### src/rtl/addsub_acc_sequencer.sv
// ---------------------------------------------------------------------------
// addsub_acc_sequencer
//
// Consumer stage for the WIDTH-bit adder/subtractor datapath. A burst of
// operand beats is requested with start/len, each beat is folded into a
// running accumulator as acc + (b ^ {WIDTH{k}}) + k, and the final value is
// offered downstream together with the carry-out of the last beat and a
// sticky two's-complement overflow flag.
//
// Ports
//   clk        in   system clock, rising edge
//   rst_n      in   asynchronous active-low reset
//   start      in   begin a burst (honoured only in IDLE)
//   len        in   LEN_W  beats in the burst, sampled with start
//   in_valid   in   operand beat valid
//   in_ready   out  stage can accept a beat (decoded from state)
//   in_data    in   WIDTH  operand b
//   in_k       in   0 = add, 1 = subtract
//   out_valid  out  result available (decoded from state)
//   out_ready  in   downstream accepts the result
//   out_acc    out  WIDTH  final accumulator (registered)
//   out_cout   out  carry-out of last beat; for subtract 1 = no borrow
//   out_ovf    out  sticky signed overflow over the burst (registered)
//   busy       out  high in ACC or DONE (decoded from state)
// ---------------------------------------------------------------------------
module addsub_acc_sequencer #(
    parameter int WIDTH = 8,
    parameter int LEN_W = 4
) (
    input  logic             clk,
    input  logic             rst_n,
    input  logic             start,
    input  logic [LEN_W-1:0] len,
    input  logic             in_valid,
    output logic             in_ready,
    input  logic [WIDTH-1:0] in_data,
    input  logic             in_k,
    output logic             out_valid,
    input  logic             out_ready,
    output logic [WIDTH-1:0] out_acc,
    output logic             out_cout,
    output logic             out_ovf,
    output logic             busy
);

    typedef enum logic [1:0] {
        S_IDLE = 2'd0,
        S_ACC  = 2'd1,
        S_DONE = 2'd2
    } state_t;

    localparam logic [LEN_W-1:0] LastBeat = {{(LEN_W-1){1'b0}}, 1'b1};

    state_t           r_state;
    state_t           w_state_nxt;

    logic [WIDTH-1:0] r_acc;
    logic             r_cout;
    logic             r_ovf;
    logic [LEN_W-1:0] r_count;

    // Control strobes from the FSM into the datapath.
    logic             w_clear;
    logic             w_xfer;

    // -----------------------------------------------------------------------
    // Add/subtract datapath. Subtraction is a + ~b + 1, so the operand is
    // inverted with k and k also serves as the carry-in.
    // -----------------------------------------------------------------------
    logic [WIDTH-1:0] w_b;
    logic [WIDTH:0]   w_sum;
    logic             w_c_msb_in;
    logic             w_c_msb_out;

    assign w_b   = in_data ^ {WIDTH{in_k}};
    assign w_sum = {1'b0, r_acc} + {1'b0, w_b} + {{WIDTH{1'b0}}, in_k};

    // The carry into the MSB is recovered from the MSB sum bit: s = a ^ b ^ cin.
    assign w_c_msb_in  = w_sum[WIDTH-1] ^ r_acc[WIDTH-1] ^ w_b[WIDTH-1];
    assign w_c_msb_out = w_sum[WIDTH];

    // -----------------------------------------------------------------------
    // FSM state register
    // -----------------------------------------------------------------------
    // NOTE: sequential state always uses non-blocking (<=) so every flop
    // samples the pre-edge values of the others regardless of block order.
    always_ff @(posedge clk or negedge rst_n) begin
        if (!rst_n) begin
            r_state <= S_IDLE;
        end else begin
            r_state <= w_state_nxt;
        end
    end

    // -----------------------------------------------------------------------
    // FSM next-state and state-decoded outputs
    // -----------------------------------------------------------------------
    // NOTE: every signal driven here gets a default first; a path that leaves
    // one unassigned would otherwise infer a latch.
    always_comb begin
        w_state_nxt = r_state;
        in_ready    = 1'b0;
        out_valid   = 1'b0;
        busy        = 1'b0;
        w_clear     = 1'b0;
        w_xfer      = 1'b0;

        unique case (r_state)
            S_IDLE: begin
                if (start) begin
                    w_clear     = 1'b1;
                    // A zero-length burst skips ACC and reports the cleared
                    // accumulator straight away.
                    w_state_nxt = (len != '0) ? S_ACC : S_DONE;
                end
            end

            S_ACC: begin
                in_ready = 1'b1;
                busy     = 1'b1;
                if (in_valid) begin
                    w_xfer = 1'b1;
                    if (r_count == LastBeat) begin
                        w_state_nxt = S_DONE;
                    end
                end
            end

            S_DONE: begin
                out_valid = 1'b1;
                busy      = 1'b1;
                // start is not looked at here, so a start coinciding with the
                // result handshake is dropped.
                if (out_ready) begin
                    w_state_nxt = S_IDLE;
                end
            end

            default: begin
                w_state_nxt = S_IDLE;
            end
        endcase
    end

    // -----------------------------------------------------------------------
    // Accumulator, flags and beat counter
    // -----------------------------------------------------------------------
    always_ff @(posedge clk or negedge rst_n) begin
        if (!rst_n) begin
            r_acc   <= '0;
            r_cout  <= 1'b0;
            r_ovf   <= 1'b0;
            r_count <= '0;
        end else if (w_clear) begin
            r_acc   <= '0;
            r_cout  <= 1'b0;
            r_ovf   <= 1'b0;
            r_count <= len;
        end else if (w_xfer) begin
            r_acc   <= w_sum[WIDTH-1:0];
            r_cout  <= w_c_msb_out;
            // Overflow is sticky for the whole burst: once any beat overflows,
            // the final result is flagged even if later beats wrap back.
            r_ovf   <= r_ovf | (w_c_msb_in ^ w_c_msb_out);
            r_count <= r_count - LastBeat;
        end
    end

    // Results come straight from the registers; they stay put through DONE
    // and into IDLE until the next start clears them.
    assign out_acc  = r_acc;
    assign out_cout = r_cout;
    assign out_ovf  = r_ovf;

endmodule

### config.mk
export PLATFORM = sky130hd
export DESIGN_NAME = addsub_acc_sequencer
export DESIGN_NICKNAME = d
export VERILOG_FILES = /design/src/rtl/addsub_acc_sequencer.sv
export SDC_FILE = /design/constraint.sdc
export NUM_CORES = 1
export LEC_CHECK = 0
export ABC_CLOCK_PERIOD_IN_PS = 5100
export BUFFER_PORTS_ARGS = -buffer_cell sky130_fd_sc_hd__buf_2
export CAP_MARGIN = 25
export CORE_AREA = 2 2 50 52
export DETAILED_ROUTE_END_ITERATION = 10
export DIE_AREA = 0 0 52 54
export GPL_ROUTABILITY_DRIVEN = 0
export PLACE_DENSITY = 0.89
export SKIP_LAST_GASP = 1
export SLEW_MARGIN = 20
export SYNTH_ARGS = -nofsm -noshare
export SYNTH_HDL_FRONTEND = slang
export SYNTH_SLANG_ARGS = --single-unit
### constraint.sdc
create_clock -name clk -period 5.1 [get_ports clk]
set_clock_uncertainty 0.15 [all_clocks]
set_input_delay 1.02 -clock clk [delete_from_list [all_inputs] [get_ports clk]]
set_output_delay 1.02 -clock clk [all_outputs]
set_load 0.02 [all_outputs]
==> impl_metrics.env, run 1 <==
export IMPL_grt_start_max_net_pins=17
export IMPL_async_reset_ff_share_pct=100
export IMPL_yosys_area_top_type_share_pct=32.7
export IMPL_multi_input_comb_area_sq_um=773
export IMPL_detail_route_drc_violations=0
export IMPL_crit_required_ps=5100
export IMPL_setup_tns_final_ps=0
export IMPL_ys_seq_area_share_pct=32.7
export IMPL_viasPerCell=5.43
export IMPL_cp_common_cell="xnor2_1"
export IMPL_cts_buffers=3
export IMPL_period_needed_ps=3110
export IMPL_pin_count=31
export IMPL_p_int_uw=428
export IMPL_grt_pass1_wl_mm=4.15
export IMPL_diodes=0
export IMPL_cts_htree_levels=1
export IMPL_cpMaxStageDelayCell="fa_1"
export IMPL_first_global_vias=999
export IMPL_num_rows=18
export IMPL_power_frac_comb_pct=63.4
export IMPL_clockBufferDepth=2
export IMPL_synth_cells=137
export IMPL_grt_use_total_pct=20.2
export IMPL_dieWidth_microns=52
export IMPL_p_leak_nw=0.711
export IMPL_power_frac_seq_pct=28.7
export IMPL_yosysTopAreaCell="dfrtp_1"
export IMPL_die_area_sq_um=2810
export IMPL_drt_iter0_markers=29
export IMPL_min_path_type="flop to flop"
export IMPL_overflow=0
export IMPL_path_clk_slew_ps=80
export IMPL_register_area_sq_um=400
export IMPL_worst_ep_arrival_time_ps=3110
export IMPL_antenna_found_initial=0
export IMPL_netSwitchingPower_uw=381
export IMPL_timing_worst_setup_path_type="input port to flop"
export IMPL_crit_path_max_fanout=8
export IMPL_syn_cell_area_sq_um=1230
export IMPL_dieHeight_microns=54
export IMPL_wl_per_cell_microns=12.8
export IMPL_fmax_ghz=0.322
export IMPL_ys_types=32
export IMPL_postCtsHoldBufs=0
export IMPL_grt_setup_unrepaired="false"
export IMPL_busiest_layer="met2"
export IMPL_timing_final_max_slew_violations=0
export IMPL_r2r_slack_ps=2500
export IMPL_num_nets_final=198
export IMPL_finalWirelength_mm=2.49
export IMPL_cts_setup_buffers=0
export IMPL_synth_edf_count=0
export IMPL_synth_fp_nets=168
export IMPL_drt_first_pass_iters=4
export IMPL_worst_setup_path_end_kind="flop"
export IMPL_ant_nets=0
export IMPL_cts_tree="done"
export IMPL_netSwitchingFraction_pct=47.1
export IMPL_maxCapViolCount=0
export IMPL_drive_gt1_share_pct=23.0
export IMPL_synth_common_cells="nand2_1 (20), dfrtp_1 (16), a21oi_1 (13), ha_1 (12), nor2_1 (11)"
export IMPL_start_kind="input port"
export IMPL_vias=1058
export IMPL_ys_ff_latch=16
export IMPL_fin_util_pct=60.8
export IMPL_worstPathCellList="buf_2, mux2_4, fa_1, a21o_1, a221oi_1, o21ai_0, xnor2_1, xnor2_1, o31ai_2"
export IMPL_cp_num_buf_inv=1
export IMPL_gr_usage_met1_pct=23.3
export IMPL_clkLatencyLatePin_ps=280
export IMPL_cts_resized=0
export IMPL_postSynthAreaPerCell_sq_um=8.95
export IMPL_finalCritPeriodShare_pct=61.0
export IMPL_status="finished, final reports clean"
export IMPL_use_met2_pct=36.9
export IMPL_synthFlopType="dfrtp_1"
export IMPL_yosysMostFrequentCell="nand2_1"
export IMPL_cts_root_buffer="clkbuf_4"
export IMPL_synth_top_cells_by_area="dfrtp_1 (33%), ha_1 (12%), xor2_1 (7.1%)"
export IMPL_nFillCells=193
export IMPL_irDropWorstVdd_mv=0.340
export IMPL_worst_slew_pin_slew_ps=549
export IMPL_met3_usage_pct=1.94
export IMPL_coreArea_sq_um=2320
export IMPL_yosys_warnings=0
export IMPL_dp_hpwl_mm=1.99
export IMPL_port_buffers=30
export IMPL_syn_to_final_growth_pct=15.0
export IMPL_max_stage_delay_ps=400
export IMPL_hold_viol=0
export IMPL_power_density_nw_per_um2=574
export IMPL_setup_viol=0
export IMPL_clockPowerShare_pct=7.9
export IMPL_cts_sinks=16
export IMPL_start_util_pct=52.9
export IMPL_slew_headroom_pct=63.4
export IMPL_crit_family="compound AO/OA/AOI/OAI gates"
-- final timing paths --
kind	endpoint	from	cells after the start
max in group asynchronous	r_count[1]$_DFFE_PN0P_	rst_n	1
min in group asynchronous	r_state[0]$_DFFE_PN0P_	rst_n	1
setup / recovery	out_ovf$_DFFE_PN0P_	in_k	9
hold / removal	out_ovf$_DFFE_PN0P_	out_ovf$_DFFE_PN0P_	2
setup reg to reg	out_ovf$_DFFE_PN0P_	out_acc[0]$_DFFE_PN0P_	8
hold reg to reg	out_ovf$_DFFE_PN0P_	out_ovf$_DFFE_PN0P_	2
-- cells in the final DEF, fill, tap and decap left out --
cell type  Yosys  layout
o21ai_0        6       6
and2_1         2       2
a221oi_1       1       1
o21a_1         1       1
nor2_1        11      11
a2111oi_0      1       1
xor2_1        10      10
o31ai_2        1       1
nand2b_1       2       2
o311ai_2       1       1
nand4bb_1      1       1
a222oi_1       1       1
a21oi_1       13      13
nor3_1         2       2
xnor2_1        8       8
a21o_1         3       3
a31o_4         1       1
clkbuf_4       0       3
nand3_1        1       1
inv_1          7       7
nand2_1       20      20
nor2b_1        1       1
fa_1           1       1
nand3b_1       1       1
mux2_4         1       1
buf_2          0      30
dfrtp_1       16      16
nor4_1         2       2
ha_1          12      12
a211oi_1       3       3
and3_1         1       1
a21o_2         1       1
-- logic make-up (layout without fill, tap and decap cells) --
| logic type | Yosys count | in the layout | synth area share (%) |
|---|---|---|---|
| XOR/XNOR | 18 | 18 | 12.9 |
| AND/OR/NAND/NOR | 44 | 44 | 16.3 |
| adder cells (fa/ha/maj) | 13 | 13 | 13.9 |
| multiplexers | 1 | 1 | 1.22 |
| AO/OA/AOI/OAI | 33 | 33 | 18.8 |
| flip-flops | 16 | 16 | 32.7 |
| buffers and inverters | 12 | 40 | 4.29 |
-- sequential cells by signal, indices dropped and copies added, names as in the netlist --
name,cells
out_ovf,1
out_cout,1
out_acc,8
r_count,4
r_state,2
-- layer usage --
layer  vias to the layer above  routed length, microns
met5                         -                       0
met4                         0                      49
met3                         4                     111
met2                        28                    1200
met1                       495                    1130
li1                        531                       -
-- worst min-delay path, cell delays in order, from the launching register on --
cell and delay, ps:
dfrtp_1 350, nand2_1 60, o31ai_2 50
-- stage by stage --
stage / total power [mW] / instances / setup WS (ps) / hold WS [ps] / cell area, sq um
final: 0.809 / 195 / 1990 / 342 / 1410
after floorplan: 0.631 / 137 / 1860 / 371 / 1230
after global routing: 0.885 / 195 / 1880 / 395 / 1410
after CTS: 0.814 / 195 / 1990 / 347 / 1410
after global placement: 0.726 / 192 / 1720 / 335 / 1390
after detailed placement: 0.746 / 192 / 1680 / 327 / 1390
-- power by group through the flow --
stage               sequential (mW)  combinational [mW]  clock [mW]
global placement              0.231               0.495           0
global route                  0.241               0.573      0.0717
detailed placement            0.233               0.513           0
finish                        0.232               0.513      0.0640
CTS                           0.232               0.514      0.0673
floorplan                     0.265               0.366           0
-- area by class of cell --
type,count,area share [%]
multi-input combinational,109,54.8
sequential,16,28.4
timing repair buffer,30,10.6
tap,30,2.66
inverter,7,1.86
clock buffer,3,1.60
(Power assumes the default switching activity.)
==> run 2: changes to the inputs <==
- ABC_CLOCK_PERIOD_IN_PS: 5100 -> 3000
- CORE_AREA: 2 2 50 52 -> 2 2 52 54
- DIE_AREA: 0 0 52 54 -> 0 0 54 56
- PLACE_DENSITY: 0.89 -> 0.84
- clock period: 5.1 -> 3 ns (I/O delays scaled with it)
==> impl_metrics.env, run 2 (synthesis results as in run 1) <==
export IMPL_grt_pass1_wl_mm=4.49
export IMPL_diodes=0
export IMPL_viasPerCell=5.51
export IMPL_crit_family="compound AO/OA/AOI/OAI gates"
export IMPL_cpMaxStageDelayCell="ha_1"
export IMPL_die_area_sq_um=3020
export IMPL_instances_no_fill=198
export IMPL_grt_setup_unrepaired="false"
export IMPL_overflow=0
export IMPL_status="finished, final reports clean"
export IMPL_maxCapViolCount=0
export IMPL_cts_root_buffer="clkbuf_4"
export IMPL_first_global_vias=1105
export IMPL_clockBufferDepth=2
export IMPL_dieHeight_microns=56
export IMPL_cp_num_buf_inv=2
export IMPL_start_util_pct=50.4
export IMPL_slew_headroom_pct=63.6
export IMPL_cts_setup_buffers=0
export IMPL_timing_worst_setup_path_type="input port to flop"
export IMPL_cts_resized=0
export IMPL_hold_ws_ps=64.9
export IMPL_finalWirelength_mm=2.71
export IMPL_num_rows=18
export IMPL_syn_to_final_growth_pct=17.3
export IMPL_stdcell_area_sq_um=1440
export IMPL_worst_setup_path_end_kind="flop"
export IMPL_path_clk_slew_ps=100
export IMPL_max_stage_delay_ps=350
export IMPL_worst_ep_arrival_time_ps=2640
export IMPL_cts_sinks=16
export IMPL_coreArea_sq_um=2430
export IMPL_dp_cells=194
export IMPL_start_kind="input port"
export IMPL_multi_input_comb_area_sq_um=773
export IMPL_timing_final_max_slew_violations=0
export IMPL_cts_tree="done"
export IMPL_cts_buffers=3
export IMPL_largest_reg_flops=8
export IMPL_hold_viol=0
export IMPL_cts_htree_levels=1
export IMPL_period_needed_ps=2640
export IMPL_grt_start_max_net_pins=17
export IMPL_grt_use_total_pct=19.7
export IMPL_power_density_nw_per_um2=998
export IMPL_register_area_sq_um=400
export IMPL_irDropWorstVdd_mv=0.571
export IMPL_drt_iter0_markers=20
export IMPL_drt_first_pass_iters=4
export IMPL_min_path_type="input port to async pin"
export IMPL_antenna_found_initial=0
export IMPL_crit_path_max_fanout=5
export IMPL_vias=1091
export IMPL_clkLatencyLatePin_ps=280
export IMPL_finalCritPeriodShare_pct=88.0
export IMPL_detail_route_drc_violations=0
export IMPL_crit_required_ps=3000
export IMPL_wl_per_cell_microns=13.7
export IMPL_mostFrequentLayoutCell="buf_2"
export IMPL_p_leak_nw=0.727
export IMPL_layout_common_cells="buf_2 (30), nand2_1 (20), dfrtp_1 (16), a21oi_1 (13), ha_1 (12)"
export IMPL_cp_common_cell="xnor2_1"
export IMPL_power_mw=1.44
export IMPL_dpl_cell_area_sq_um=1400
export IMPL_num_nets_final=200
export IMPL_drive_gt1_share_pct=24.4
export IMPL_pin_count=31
export IMPL_dp_hpwl_mm=2.17
export IMPL_port_buffers=30
export IMPL_ant_nets=0
export IMPL_nFillCells=235
export IMPL_postCtsHoldBufs=0
export IMPL_dieWidth_microns=54
export IMPL_worst_slew_pin_slew_ps=545
export IMPL_worstPathCellList="buf_2, buf_4, xor2_1, ha_1, a21o_1, a221oi_1, o21ai_0, xnor2_1, xnor2_1, o31ai_2"
export IMPL_fmax_ghz=0.379
export IMPL_setup_tns_final_ps=0
export IMPL_setup_viol=0
## run 2: cell count changes in the layout (fill, tap and decap cells not counted)
cell,delta
buf_4,+2
clkbuf_8,+1
## run 2: layout make-up
type / count / share of cell area (%)
sequential: 16 / 27.8
tap: 30 / 2.61
multi-input combinational: 109 / 53.7
timing repair buffer: 32 / 11.5
inverter: 7 / 1.83
clock buffer: 4 / 2.52
## run 2: per-layer routing
| layer | track usage (%) | part of all wire [%] |
|---|---|---|
| met4 | 7.86 | 1.9 |
| met2 | 35.0 | 51 |
| met3 | 2.96 | 5.5 |
| met1 | 22.7 | 42 |
| met5 | 0 | 0 |
## run 2: worst reg2reg max path, delay by kind of cell (launching register included)
family	cells	cell delay [ps]
AOI/OAI and AO/OA	4	810
xor gates and xnor gates	2	370
adders and majority gates	1	400
DFF	1	430
muxes	1	290
## run 2: through the flow
stage	util (%)	setup WS, ps
after floorplan	-	183
after global placement	57.7	133
after detailed placement	57.7	95.5
after CTS	59.2	397
after global routing	59.2	294
final	59.2	361
## run 2: where the power goes
| part | switching, mW | internal (mW) |
|---|---|---|
| sequential | 0.0830 | 0.312 |
| clock | 0.0658 | 0.0737 |
| combinational | 0.522 | 0.379 |
| total | 0.671 | 0.765 |
## run 2: worst paths after layout
path / cells after the start / start / slack [ps] / end
hold reg to reg: 2 / out_ovf$_DFFE_PN0P_ / 370 / out_ovf$_DFFE_PN0P_
hold / removal: 1 / rst_n / 60 / r_count[3]$_DFFE_PN0P_
min in group clk: 2 / out_ovf$_DFFE_PN0P_ / 370 / out_ovf$_DFFE_PN0P_
setup reg to reg: 8 / out_acc[0]$_DFFE_PN0P_ / 430 / out_ovf$_DFFE_PN0P_
max in group asynchronous: 1 / rst_n / 2380 / out_acc[2]$_DFFE_PN0P_
setup / recovery: 10 / in_k / 360 / out_ovf$_DFFE_PN0P_
==> run 3: changes to the inputs <==
==> constraint.sdc (replaced) <==
create_clock -name clk -period 3 [get_ports clk]
set_clock_uncertainty 0.15 [all_clocks]
set_input_delay 0.45 -clock clk [delete_from_list [all_inputs] [get_ports clk]]
set_output_delay 0.45 -clock clk [all_outputs]
set_load 0.02 [all_outputs]
==> impl_metrics.env, run 3 (synthesis results as in run 1) <==
export IMPL_path_clk_slew_ps=90
export IMPL_clkLatencyLatePin_ps=290
export IMPL_cp_common_cell="xnor2_1"
export IMPL_worst_slew_pin_slew_ps=549
export IMPL_rr_worst_depth=8
export IMPL_cts_tree="done"
export IMPL_slew_headroom_pct=63.4
export IMPL_wl_per_cell_microns=13.4
export IMPL_dieWidth_microns=54
export IMPL_dpl_cell_area_sq_um=1390
export IMPL_grt_pass1_wl_mm=4.29
export IMPL_power_frac_comb_pct=62.1
export IMPL_detail_route_drc_violations=0
export IMPL_crit_path_max_fanout=3
export IMPL_setup_tns_final_ps=0
export IMPL_power_mw=1.41
export IMPL_grt_use_total_pct=19.3
export IMPL_p_int_uw=755
export IMPL_r2r_start="out_acc[0]$_DFFE_PN0P_"
export IMPL_timing_final_max_slew_violations=0
export IMPL_power_density_nw_per_um2=986
export IMPL_cts_buffers=3
export IMPL_start_kind="flop"
export IMPL_hp_start="len[2]"
export IMPL_instances_no_fill=197
export IMPL_start_util_pct=50.4
export IMPL_num_nets_final=199
export IMPL_min_path_type="input port to flop"
export IMPL_stdcell_area_sq_um=1430
export IMPL_ant_nets=0
export IMPL_netSwitchingPower_uw=659
export IMPL_p_leak_nw=0.722
export IMPL_dp_slack_ps=83.6
export IMPL_cp_num_buf_inv=0
export IMPL_maxCapViolCount=0
export IMPL_drive_gt1_share_pct=23.4
export IMPL_crit_required_ps=3010
export IMPL_grt_setup_unrepaired="false"
export IMPL_worst_ep_arrival_time_ps=2690
export IMPL_first_global_vias=1054
export IMPL_cpMaxStageDelayCell="dfrtp_1"
export IMPL_status="finished, final reports clean"
export IMPL_period_needed_ps=2680
export IMPL_max_stage_delay_ps=420
export IMPL_fmax_ghz=0.373
export IMPL_antenna_found_initial=0
export IMPL_fin_util_pct=59.0
export IMPL_hold_ws_ps=235
export IMPL_netSwitchingFraction_pct=46.6
export IMPL_timing_rr_end="out_ovf$_DFFE_PN0P_"
export IMPL_r2r_slack_ps=320
export IMPL_viasPerCell=5.44
export IMPL_timing_worst_setup_path_type="flop to flop"
export IMPL_clockPowerShare_pct=10.1
export IMPL_worst_setup_path_end_kind="flop"
export IMPL_crit_family="compound AO/OA/AOI/OAI gates"
export IMPL_dp_cells=192
export IMPL_pin_count=31
export IMPL_worstPathCellList="mux2_4, fa_1, a21o_1, a221oi_1, o21ai_0, xnor2_1, xnor2_1, o31ai_2"
export IMPL_finalCritPeriodShare_pct=89.4
export IMPL_grt_start_max_net_pins=17
export IMPL_cts_root_buffer="clkbuf_4"
export IMPL_layout_common_cells="buf_2 (30), nand2_1 (20), dfrtp_1 (16), a21oi_1 (13), ha_1 (12)"
export IMPL_setup_viol=0
export IMPL_cts_sinks=16
export IMPL_dp_hpwl_mm=2.08
export IMPL_overflow=0
export IMPL_finalWirelength_mm=2.64
export IMPL_mostFrequentLayoutCell="buf_2"
export IMPL_hold_viol=0
export IMPL_dieHeight_microns=56
export IMPL_hold_path_endpoint="r_count[2]$_DFFE_PN0P_"
export IMPL_irDropWorstVdd_mv=0.587
export IMPL_port_buffers=30
export IMPL_cts_htree_levels=1
export IMPL_hold_depth=3
export IMPL_largest_reg_flops=8
export IMPL_drt_iter0_markers=14
export IMPL_setup_ws_ps=319
export IMPL_die_area_sq_um=3020
export IMPL_syn_to_final_growth_pct=16.9
export IMPL_drt_first_pass_iters=4
export IMPL_vias=1072
export IMPL_num_rows=18
export IMPL_power_frac_seq_pct=27.8
export IMPL_clockBufferDepth=2
export IMPL_diodes=0
export IMPL_coreArea_sq_um=2430
[run 3: changes by cell type in the layout (fill, tap and decap cells not counted), sizes merged]
cell         change
buf              -2
dlygate4sd3      +1
[run 3: timing repair]
action / in CTS / in global routing
setup buffers: 0 / 0
endpoints found under the hold margin: 16 / 0
resized for setup: 0 / 0
hold buffers: 1 / 0
[run 3: layer usage]
layer / vias to the layer above / global-route usage, % / part of all wire (%)
li1: 537 / - / -
met1: 504 / 21.9 / 43
met2: 27 / 34.0 / 50
met3: 4 / 2.42 / 4.6
met4: 0 / 9.64 / 1.8
met5: - / 0 / 0
[run 3: final cells by class]
type	instances	area, sq um
flip-flops and latches	16	400
multi-input cells	109	773
well taps	30	37.5
inverters	7	26.3
clock buffers	4	36.3
repair buffers	31	160
fillers	235	998
[run 3: worst max path at each step]
stage	start	end	slack (ps)	cells after the start
after floorplan	in_k	out_ovf$_DFFE_PN0P_	330	9
final	out_acc[0]$_DFFE_PN0P_	out_ovf$_DFFE_PN0P_	320	8
after CTS	out_acc[0]$_DFFE_PN0P_	out_ovf$_DFFE_PN0P_	320	8
after detailed placement	in_k	out_ovf$_DFFE_PN0P_	80	9
after global placement	in_k	out_ovf$_DFFE_PN0P_	200	9
after global routing	out_acc[0]$_DFFE_PN0P_	out_ovf$_DFFE_PN0P_	180	8
[run 3: worst register-to-register path, stage by stage (launching register included)]
cell	delay [ps]
dfrtp_1	420
mux2_4	290
fa_1	410
a21o_1	210
a221oi_1	370
o21ai_0	230
xnor2_1	240
xnor2_1	160
o31ai_2	70
[run 3: power groups by stage]
stage,Clock [mW],Sequential [mW],Combinational [mW]
floorplan,0,0.450,0.622
global placement,0,0.393,0.845
detailed placement,0,0.394,0.880
CTS,0.144,0.393,0.884
global route,0.153,0.408,0.979
finish,0.142,0.393,0.878
